--- config.mk ---
export PLATFORM = sky130hd
export DESIGN_NAME = mw_wb_stage_flat
export DESIGN_NICKNAME = d
export VERILOG_FILES = /design/src/rtl/mw_wb_stage_if.sv /design/src/rtl/mw_wb_stage.sv /design/src/flat_wrapper.sv
export SDC_FILE = /design/constraint.sdc
export NUM_CORES = 1
export LEC_CHECK = 0
export BUFFER_PORTS_ARGS = -buffer_cell sky130_fd_sc_hd__clkbuf_2
export CORE_MARGIN = 2
export CORE_UTILIZATION = 58
export CTS_BUF_LIST = sky130_fd_sc_hd__clkbuf_8
export DETAILED_ROUTE_END_ITERATION = 12
export GPL_ROUTABILITY_DRIVEN = 0
export PLACE_DENSITY = 0.88
export SLEW_MARGIN = 20
export SYNTH_ARGS = -nofsm -noshare
export SYNTH_HDL_FRONTEND = slang
export SYNTH_SLANG_ARGS = --single-unit
--- constraint.sdc ---
create_clock -name clock -period 7.49 [get_ports clock]
set_input_delay 1.498 -clock clock [delete_from_list [all_inputs] [get_ports clock]]
set_output_delay 1.498 -clock clock [all_outputs]
set_load 0.005 [all_outputs]
--- src/rtl/mw_wb_stage_if.sv ---
// Bundle of the writeback-stage signals: pipeline control, the upstream
// instruction fields, and the register-file write port plus status outputs.
// The pipeline control and upstream fields drive the stage, and the stage
// drives the write port and status outputs.
interface mw_wb_stage_if;
  // Pipeline control
  logic        stall;
  logic        flush;

  // Upstream instruction fields
  logic        in_valid;
  logic [4:0]  in_opcode;
  logic [4:0]  in_aluop;
  logic [4:0]  in_rd;
  logic [31:0] in_alu_result;
  logic [31:0] in_mem_data;
  logic [31:0] in_pc_plus1;
  logic        in_overflow;

  // Register-file write port and architectural status
  logic        wb_en;
  logic [4:0]  wb_addr;
  logic [31:0] wb_data;
  logic [31:0] last_status;
  logic [7:0]  ovf_count;

  modport master (
    output stall, flush,
    output in_valid, in_opcode, in_aluop, in_rd,
    output in_alu_result, in_mem_data, in_pc_plus1, in_overflow,
    input  wb_en, wb_addr, wb_data, last_status, ovf_count
  );

  modport slave (
    input  stall, flush,
    input  in_valid, in_opcode, in_aluop, in_rd,
    input  in_alu_result, in_mem_data, in_pc_plus1, in_overflow,
    output wb_en, wb_addr, wb_data, last_status, ovf_count
  );
endinterface

--- src/rtl/mw_wb_stage.sv ---
// Memory/writeback pipeline stage. One stage register holds the instruction
// leaving memory. The register-file write is decoded combinationally from that
// register, so an instruction captured at one edge writes back in the next
// cycle. Arithmetic overflow on add, sub or addi is turned into a write of a
// status code to r30 and is counted in a saturating counter.
module mw_wb_stage (
  input  logic         clock,
  input  logic         reset_n,
  mw_wb_stage_if.slave bus
);

  localparam logic [4:0] OP_RTYPE = 5'b00000;
  localparam logic [4:0] OP_JAL   = 5'b00011;
  localparam logic [4:0] OP_ADDI  = 5'b00101;
  localparam logic [4:0] OP_LW    = 5'b01000;
  localparam logic [4:0] OP_SETX  = 5'b10101;

  localparam logic [4:0] ALU_ADD  = 5'b00000;
  localparam logic [4:0] ALU_SUB  = 5'b00001;

  localparam logic [4:0] REG_STATUS = 5'd30;
  localparam logic [4:0] REG_LINK   = 5'd31;

  // Overflow status codes written to r30 (zero means no exception).
  typedef enum logic [1:0] {
    ST_NONE = 2'd0,
    ST_ADD  = 2'd1,
    ST_ADDI = 2'd2,
    ST_SUB  = 2'd3
  } status_e;

  typedef struct packed {
    logic [4:0]  opcode;
    logic [4:0]  aluop;
    logic [4:0]  rd;
    logic [31:0] alu_result;
    logic [31:0] mem_data;
    logic [31:0] pc_plus1;
    logic        overflow;
  } stage_t;

  logic        r_valid;
  stage_t      r_stage;
  logic [31:0] r_last_status;
  logic [7:0]  r_ovf_count;

  stage_t      w_in;
  status_e     w_status;
  logic        w_is_exc;
  logic        w_writes;
  logic [4:0]  w_dest;
  logic [31:0] w_value;
  logic        w_commit;
  logic        w_wb_en;

  assign w_in = '{
    opcode:     bus.in_opcode,
    aluop:      bus.in_aluop,
    rd:         bus.in_rd,
    alu_result: bus.in_alu_result,
    mem_data:   bus.in_mem_data,
    pc_plus1:   bus.in_pc_plus1,
    overflow:   bus.in_overflow
  };

  // Stage register: reset first, then flush inserts a bubble, then stall holds the entry, otherwise the inputs are captured.
  // NOTE: sequential state uses non-blocking assignments so that every register samples pre-edge values.
  always_ff @(posedge clock) begin
    if (!reset_n) begin
      r_valid <= 1'b0;
      r_stage <= '0;
    end else if (bus.flush) begin
      r_valid <= 1'b0;
    end else if (!bus.stall) begin
      r_valid <= bus.in_valid;
      r_stage <= w_in;
    end
  end

  // Classify the overflow exception. The flag only matters for add, sub and addi.
  // NOTE: every always_comb output gets a default first, so no path can infer a latch.
  always_comb begin
    w_status = ST_NONE;
    if (r_stage.overflow) begin
      if (r_stage.opcode == OP_ADDI) begin
        w_status = ST_ADDI;
      end else if (r_stage.opcode == OP_RTYPE && r_stage.aluop == ALU_ADD) begin
        w_status = ST_ADD;
      end else if (r_stage.opcode == OP_RTYPE && r_stage.aluop == ALU_SUB) begin
        w_status = ST_SUB;
      end
    end
  end

  assign w_is_exc = (w_status != ST_NONE);

  // Select the destination and data by writing class. An exception redirects the write to r30.
  always_comb begin
    w_writes = 1'b0;
    w_dest   = '0;
    w_value  = '0;
    if (w_is_exc) begin
      w_writes = 1'b1;
      w_dest   = REG_STATUS;
      w_value  = {30'd0, w_status};
    end else begin
      case (r_stage.opcode)
        OP_RTYPE, OP_ADDI: begin
          w_writes = 1'b1;
          w_dest   = r_stage.rd;
          w_value  = r_stage.alu_result;
        end
        OP_LW: begin
          w_writes = 1'b1;
          w_dest   = r_stage.rd;
          w_value  = r_stage.mem_data;
        end
        OP_JAL: begin
          w_writes = 1'b1;
          w_dest   = REG_LINK;
          w_value  = r_stage.pc_plus1;
        end
        OP_SETX: begin
          w_writes = 1'b1;
          w_dest   = REG_STATUS;
          w_value  = r_stage.alu_result;
        end
        default: begin
          w_writes = 1'b0;
        end
      endcase
    end
  end

  // A valid entry commits in any cycle it is not stalled. r0 is never written.
  assign w_commit = r_valid & ~bus.stall;
  assign w_wb_en  = w_commit & w_writes & (w_dest != 5'd0);

  assign bus.wb_en       = w_wb_en;
  assign bus.wb_addr     = w_wb_en ? w_dest  : 5'd0;
  assign bus.wb_data     = w_wb_en ? w_value : 32'd0;
  assign bus.last_status = r_last_status;
  assign bus.ovf_count   = r_ovf_count;

  // Status tracking: mirror every r30 write and count overflow exceptions, saturating at 255.
  always_ff @(posedge clock) begin
    if (!reset_n) begin
      r_last_status <= '0;
      r_ovf_count   <= '0;
    end else begin
      if (w_wb_en && w_dest == REG_STATUS) begin
        r_last_status <= w_value;
      end
      if (w_commit && w_is_exc && r_ovf_count != 8'hFF) begin
        r_ovf_count <= r_ovf_count + 8'd1;
      end
    end
  end

endmodule

--- src/flat_wrapper.sv ---
// flat-port wrapper written by rule: the top's interface ports become plain ports
module mw_wb_stage_flat 
  (clock, reset_n, bus_stall, bus_flush, bus_in_valid, bus_in_opcode, bus_in_aluop, bus_in_rd, bus_in_alu_result, bus_in_mem_data, bus_in_pc_plus1, bus_in_overflow, bus_wb_en, bus_wb_addr, bus_wb_data, bus_last_status, bus_ovf_count);
  mw_wb_stage_if bus_i ();
  input  logic clock;
  input  logic reset_n;
  input wire logic [$bits(bus_i.stall)-1:0] bus_stall;
  input wire logic [$bits(bus_i.flush)-1:0] bus_flush;
  input wire logic [$bits(bus_i.in_valid)-1:0] bus_in_valid;
  input wire logic [$bits(bus_i.in_opcode)-1:0] bus_in_opcode;
  input wire logic [$bits(bus_i.in_aluop)-1:0] bus_in_aluop;
  input wire logic [$bits(bus_i.in_rd)-1:0] bus_in_rd;
  input wire logic [$bits(bus_i.in_alu_result)-1:0] bus_in_alu_result;
  input wire logic [$bits(bus_i.in_mem_data)-1:0] bus_in_mem_data;
  input wire logic [$bits(bus_i.in_pc_plus1)-1:0] bus_in_pc_plus1;
  input wire logic [$bits(bus_i.in_overflow)-1:0] bus_in_overflow;
  output wire logic [$bits(bus_i.wb_en)-1:0] bus_wb_en;
  output wire logic [$bits(bus_i.wb_addr)-1:0] bus_wb_addr;
  output wire logic [$bits(bus_i.wb_data)-1:0] bus_wb_data;
  output wire logic [$bits(bus_i.last_status)-1:0] bus_last_status;
  output wire logic [$bits(bus_i.ovf_count)-1:0] bus_ovf_count;
  assign bus_i.stall = bus_stall;
  assign bus_i.flush = bus_flush;
  assign bus_i.in_valid = bus_in_valid;
  assign bus_i.in_opcode = bus_in_opcode;
  assign bus_i.in_aluop = bus_in_aluop;
  assign bus_i.in_rd = bus_in_rd;
  assign bus_i.in_alu_result = bus_in_alu_result;
  assign bus_i.in_mem_data = bus_in_mem_data;
  assign bus_i.in_pc_plus1 = bus_in_pc_plus1;
  assign bus_i.in_overflow = bus_in_overflow;
  assign bus_wb_en = bus_i.wb_en;
  assign bus_wb_addr = bus_i.wb_addr;
  assign bus_wb_data = bus_i.wb_data;
  assign bus_last_status = bus_i.last_status;
  assign bus_ovf_count = bus_i.ovf_count;
  mw_wb_stage u_core (.clock(clock), .reset_n(reset_n), .bus(bus_i));
endmodule
Word level (Yosys, flattened, before mapping)
Cells that the tools add are included.
{"block": "totals", "input_bits": 117, "word_cells": 50, "regBits": 153}
{"block": "classes", "muxes": 12, "n_bitwise": 6, "n_reduce_logical": 14, "addsub": 1, "n_eq_ne": 7}
{"cell": "32-bit case mux with 3 select lines", "n": 1}
{"cell": "32-bit 2-to-1 mux", "n": 2}
{"cell": "5-bit case mux with 3 select lines", "n": 1}
{"cell": "5-bit == test, second input constant", "n": 2}
{"cell": "5-bit logical NOT", "n": 2}
{"cell": "5-bit 2-to-1 mux", "n": 2}
{"cell": "8-bit by 1-bit adder with 8-bit output, second input constant", "n": 1}
{"cell": "2-bit 2-to-1 mux", "n": 4}
{"cell": "8-bit != test, second input constant", "n": 1}
{"cell": "3-bit OR reduction", "n": 2}
{"cell": "5-bit by 1-bit == test with 1-bit output, second input constant", "n": 1}
{"cell": "5-bit by 2-bit == test with 1-bit output, second input constant", "n": 1}
{"cell": "5-bit by 3-bit == test with 1-bit output, second input constant", "n": 1}
{"cell": "5-bit by 4-bit == test with 1-bit output, second input constant", "n": 1}
{"cell": "1-bit logical AND", "n": 5}
{"cell": "5-bit nonzero test", "n": 1}
{"cell": "5-bit OR reduction", "n": 1}
{"cell": "1-bit bitwise AND", "n": 3}
{"cell": "1-bit inverter", "n": 3}
{"cell": "1-bit 2-to-1 mux", "n": 2}
{"cell": "2-bit AND reduction", "n": 1}
{"cell": "2-bit nonzero test", "n": 1}
{"cell": "2-bit OR reduction", "n": 1}

Depth between registers and ports, before layout
{"block": "depth", "depth_word": 11, "mapped_depth": 9}

Least setup slack after synthesis
Ideal clock, no wire load.
{"block": "synth_timing", "path_type": "in2out", "startpoint": "input bus_stall", "endpoint": "output bus_wb_data[10]", "arrival_time_ns": 2.422, "required_ns": 5.992, "path_slack_ns": 3.570, "path_stages": 6, "path_cell_list": "nor2b_1 > o31ai_2 > a31o_1 > buf_2 > buf_6 > nor3_2"}
{"block": "synth_between", "elab_chain_len": 5}
{"element": "start: declaration", "line": "flat_wrapper.sv:7", "text": "input wire logic [$bits(bus_i.stall)-1:0] bus_stall;"}
{"element": "1-bit inverter (no line)"}
{"element": "1-bit bitwise AND", "line": "mw_wb_stage.sv:136", "text": "assign w_commit = r_valid & ~bus.stall;"}
{"element": "1-bit bitwise AND (2 in series)", "line": "mw_wb_stage.sv:137", "text": "assign w_wb_en = w_commit & w_writes & (w_dest != 5'd0);"}
{"element": "32-bit 2-to-1 mux", "line": "mw_wb_stage.sv:141", "text": "assign bus.wb_data = w_wb_en ? w_value : 32'd0;"}
{"element": "end: declaration", "line": "flat_wrapper.sv:19", "text": "output wire logic [$bits(bus_i.wb_data)-1:0] bus_wb_data;"}
Every way passes these cells.

Final worst setup path
{"block": "layout_timing", "startpoint": "register u_core.r_stage[107] (netlist bit)", "endpoint": "output bus_wb_addr[0]"}
{"block": "layout_between", "elab_chain_len": 11, "word_cells_on_any_way": 22, "classes_between": "eq/ne: 4; mux: 9; bitwise: 2; reduce/logical: 7"}
{"element": "start: declaration", "line": "mw_wb_stage.sv:43", "text": "stage_t r_stage;"}
{"element": "start signal: assignment", "line": "mw_wb_stage.sv:76", "text": "r_stage <= w_in;"}
{"element": "5-bit logical NOT", "line": "mw_wb_stage.sv:87, mw_wb_stage.sv:89, mw_wb_stage.sv:107"}
{"element": "1-bit logical AND", "line": "mw_wb_stage.sv:89", "text": "end else if (r_stage.opcode == OP_RTYPE && r_stage.aluop == ALU_SUB) begin"}
{"element": "2-bit 2-to-1 mux", "line": "mw_wb_stage.sv:89"}
{"element": "2-bit 2-to-1 mux", "line": "mw_wb_stage.sv:87", "text": "end else if (r_stage.opcode == OP_RTYPE && r_stage.aluop == ALU_ADD) begin"}
{"element": "2-bit 2-to-1 mux", "line": "mw_wb_stage.sv:85", "text": "if (r_stage.opcode == OP_ADDI) begin"}
{"element": "2-bit 2-to-1 mux", "line": "mw_wb_stage.sv:84", "text": "if (r_stage.overflow) begin"}
{"element": "2-bit nonzero test", "line": "mw_wb_stage.sv:95", "text": "assign w_is_exc = (w_status != ST_NONE);"}
{"element": "5-bit 2-to-1 mux / 1-bit 2-to-1 mux (equally long branches)", "line": "mw_wb_stage.sv:102", "text": "if (w_is_exc) begin"}
{"element": "5-bit nonzero test / 1-bit bitwise AND (equally long branches)", "line": "mw_wb_stage.sv:137"}
{"element": "1-bit bitwise AND", "line": "mw_wb_stage.sv:137"}
{"element": "5-bit 2-to-1 mux (*)", "line": "mw_wb_stage.sv:140", "text": "assign bus.wb_addr = w_wb_en ? w_dest : 5'd0;"}
{"element": "end: declaration", "line": "flat_wrapper.sv:18", "text": "output wire logic [$bits(bus_i.wb_addr)-1:0] bus_wb_addr;"}
Mark *: on every way between the ends. The rest lies on a longest branch, timed or not.

==> flow_summary.yaml <==
finish:
  syn_to_final_growth_pct: 20.3
  final_area_um2: 7930
  final_nets: 1111
  antenna_cells: 0
  nFillCells: 880
  layout-drive-gt1-share_pct: 27.1
  finish.utilization_pct: 72.2
worst_setup_path:
  startpoint_type: "register"
  reg2reg_depth: 9
  worstSetupPathType: "register to output pin"
  r2r_end: "u_core.bus.last_status[31]"
  rr_startpoint: "u_core.r_stage[107]"
  cp-end-kind: "output pin"
  r2r_slack_ps: 4190
  crit_required_ps: 5990
  critical_path_arrival_ps: 3160
  cp_max_fo: 34
sta:
  final.setup.tns_ps: 0
  slew_viol_final: 0
  setup_violations: 0
  skew_ps: 13.1
  finalCritPeriodShare_pct: 62.2
  rsz0062_at_grt: "false"
  fmaxAchievable_mhz: 215
  slew_headroom_pct: 52.1
  tightest_slew_ps: 718
  period_needed_ps: 4660
  hold_violations: 0
cts:
  ctsResizeCount: 0
  clock_latency_ps: 430
  post_cts_buffers: 0
  cts_made_buffers: 17
  clock_sinks: 153
  cts_tree: "built"
  path_clk_slew_ps: 80
  htree_levels: 4
  root_buffer: "clkbuf_8"
  cts_max_path_buffers: 2
  cts_hold_buf: 0
yosys:
  synth-seq-cells: 153
  synth-main-ff-cell: "dfxtp_1"
  ys_async_sr_fraction_pct: 0
  yosysTopAreaCell: "dfxtp_1"
  netlist_top_cells_area: "dfxtp_1, nand2_1, a21oi_1, a222oi_1, nor3_2"
  avgSynthCellArea_um2: 7.77
  ys_types: 47
  synthDominantCellAreaShare_pct: 46.5
  synth_cells: 848
  syn-cell-area_um2: 6590
  synthesis.nets: 966
  ys_seq_area_share_pct: 46.5
  synth-edff-count: 0
  yosys_warnings: 0
min_path:
  hold_path_startpoint: "u_core.bus.last_status[13]"
  holdPathEnd: "u_core.bus.last_status[13]"
  hold_depth: 2
  worst_hold_path_type: "register to register"
floorplan:
  die_w_um: 111
  dieHeight_um: 111
  die_area_um2: 12200
  core_area_um2: 11000
  rows: 38
  ios: 195
  initial_utilization_pct: 60.0
grt:
  grt_use_total_pct: 29.0
  grt_max_degree: 70
  antenna_found_initial: 0
  grt_pass1_vias: 6080
  globalRouteOverflowTotal: 0
  grt_pass1_wl_mm: 29.3
routing:
  drc: 0
  ant_nets: 0
  drt_pass1_iterations: 8
  vias: 6578
  drt_wl_total_mm: 18.0
  vias_per_cell: 5.75
  detail_route.iter0.violations: 903
  wl_per_cell_um: 15.8
power:
  p_leak_uw: 0.00321
  power_uw: 1610
  internal-power_uw: 1210
  p_sw_share_pct: 25.3
  pwr-share-seq_pct: 53.2
  power.density_nw_per_um2: 204
  switching_power_uw: 408
  power_frac_clock_pct: 36.6
  power_frac_comb_pct: 10.2
  ir_worst_vdd_mv: 0.142
placement:
  port_buffers: 194
  postPlaceCellArea_um2: 7520
  hpwl_mm: 11.9
job:
  cap_violations: 0
run_status:
  status: "finished, final reports clean"
[routing by layer]
metal	track usage, %	vias to the layer above	part of all wire, %
met5	0	-	0
met1	38.5	2991	41
met4	9.33	0	2.6
met3	6.42	45	8.2
met2	47.2	335	48
li1	-	3207	-
[Yosys cell counts, types with 3 or more instances]
library cell	instances
nand2_1	267
dfxtp_1	153
a21oi_1	120
clkbuf_1	59
nor2_1	41
nand4_1	35
o21ai_1	31
a222oi_1	30
nor3_2	29
buf_2	11
nor3_1	5
buf_1	4
inv_1	4
o21ai_0	4
xor2_1	4
a21o_1	3
and2_1	3
buf_4	3
buf_6	3
[cells in the final DEF, fill, tap and decap left out, types with 3 or more instances in the layout]
cell	netlist	final
a21oi_1	120	120
clkbuf_8	0	19
a21o_1	3	3
dfxtp_1	153	153
buf_4	3	10
and2_1	3	3
nor3_1	5	5
nor2_1	41	40
clkinv_2	0	5
a222oi_1	30	30
o21ai_0	4	4
nor3_2	29	29
clkbuf_2	0	194
nand4_1	35	35
inv_1	4	6
nand2_1	267	267
o21ai_1	31	30
xor2_1	4	4
[registers in the layout (all words and copies together), names as in the netlist]
signal                  flops
u_core.r_stage            112
u_core.bus.last_status     32
u_core.bus.ovf_count        8
u_core.r_valid              1
[metrics by stage]
stage / hold WS [ps] / setup slack [ps] / std cells
final: 449 / 2830 / 1144
after global routing: 469 / 2630 / 1144
after CTS: 451 / 2460 / 1143
after detailed placement: 440 / 2590 / 1113
after global placement: 436 / 2680 / 1112
after floorplan: 432 / 3570 / 848
[final cells by class]
cell class              count  area, um2  area share (%)
clock buffers              19        262            3.30
clock inverters            11        109            1.37
well taps                 140        175            2.21
flip-flops and latches    153       3060            38.6
inverters                   4       16.3           0.205
multi-input cells         611       3200            40.4
repair buffers            206       1100            13.9
[worst max-delay path by stage]
stage	startpoint	to	slack, ps	cells past startpoint
floorplan	bus_stall	bus_wb_data[10]	3570	6
global placement	bus_stall	bus_wb_addr[0]	2680	7
detailed placement	bus_stall	bus_wb_addr[0]	2590	7
CTS	u_core.r_stage[107]	bus_wb_addr[0]	2460	8
global route	u_core.r_stage[109]	bus_wb_addr[0]	2630	8
finish	u_core.r_stage[107]	bus_wb_addr[0]	2830	8
[critical path, stage by stage, from the launching register on]
cell,delay [ps]
dfxtp_1,520
or3_4,200
a211oi_4,50
buf_4,280
o31ai_2,600
a31o_4,600
inv_1,170
and3_1,210
clkbuf_2,100
[cell families after synthesis]
family                     synth area share (%)
buffers and inverters                      5.50
AOI/OAI and AO/OA                          18.8
adders and majority gates                 0.190
DFF                                        46.5
and+or+nand+nor                            28.1
muxes                                     0.304
xor gates and xnor gates                  0.664
[power by group through the flow]
| stage | Sequential (uW) | Clock [uW] | Combinational [uW] |
|---|---|---|---|
| 4_1_cts | 858 | 596 | 160 |
| 3_3_place_gp | 875 | 0 | 158 |
| 3_5_place_dp | 876 | 0 | 159 |
| 5_1_grt | 861 | 634 | 182 |
| 2_1_floorplan | 870 | 0 | 104 |
| 6_report | 858 | 591 | 164 |
Power figures use the tool's default switching activity.
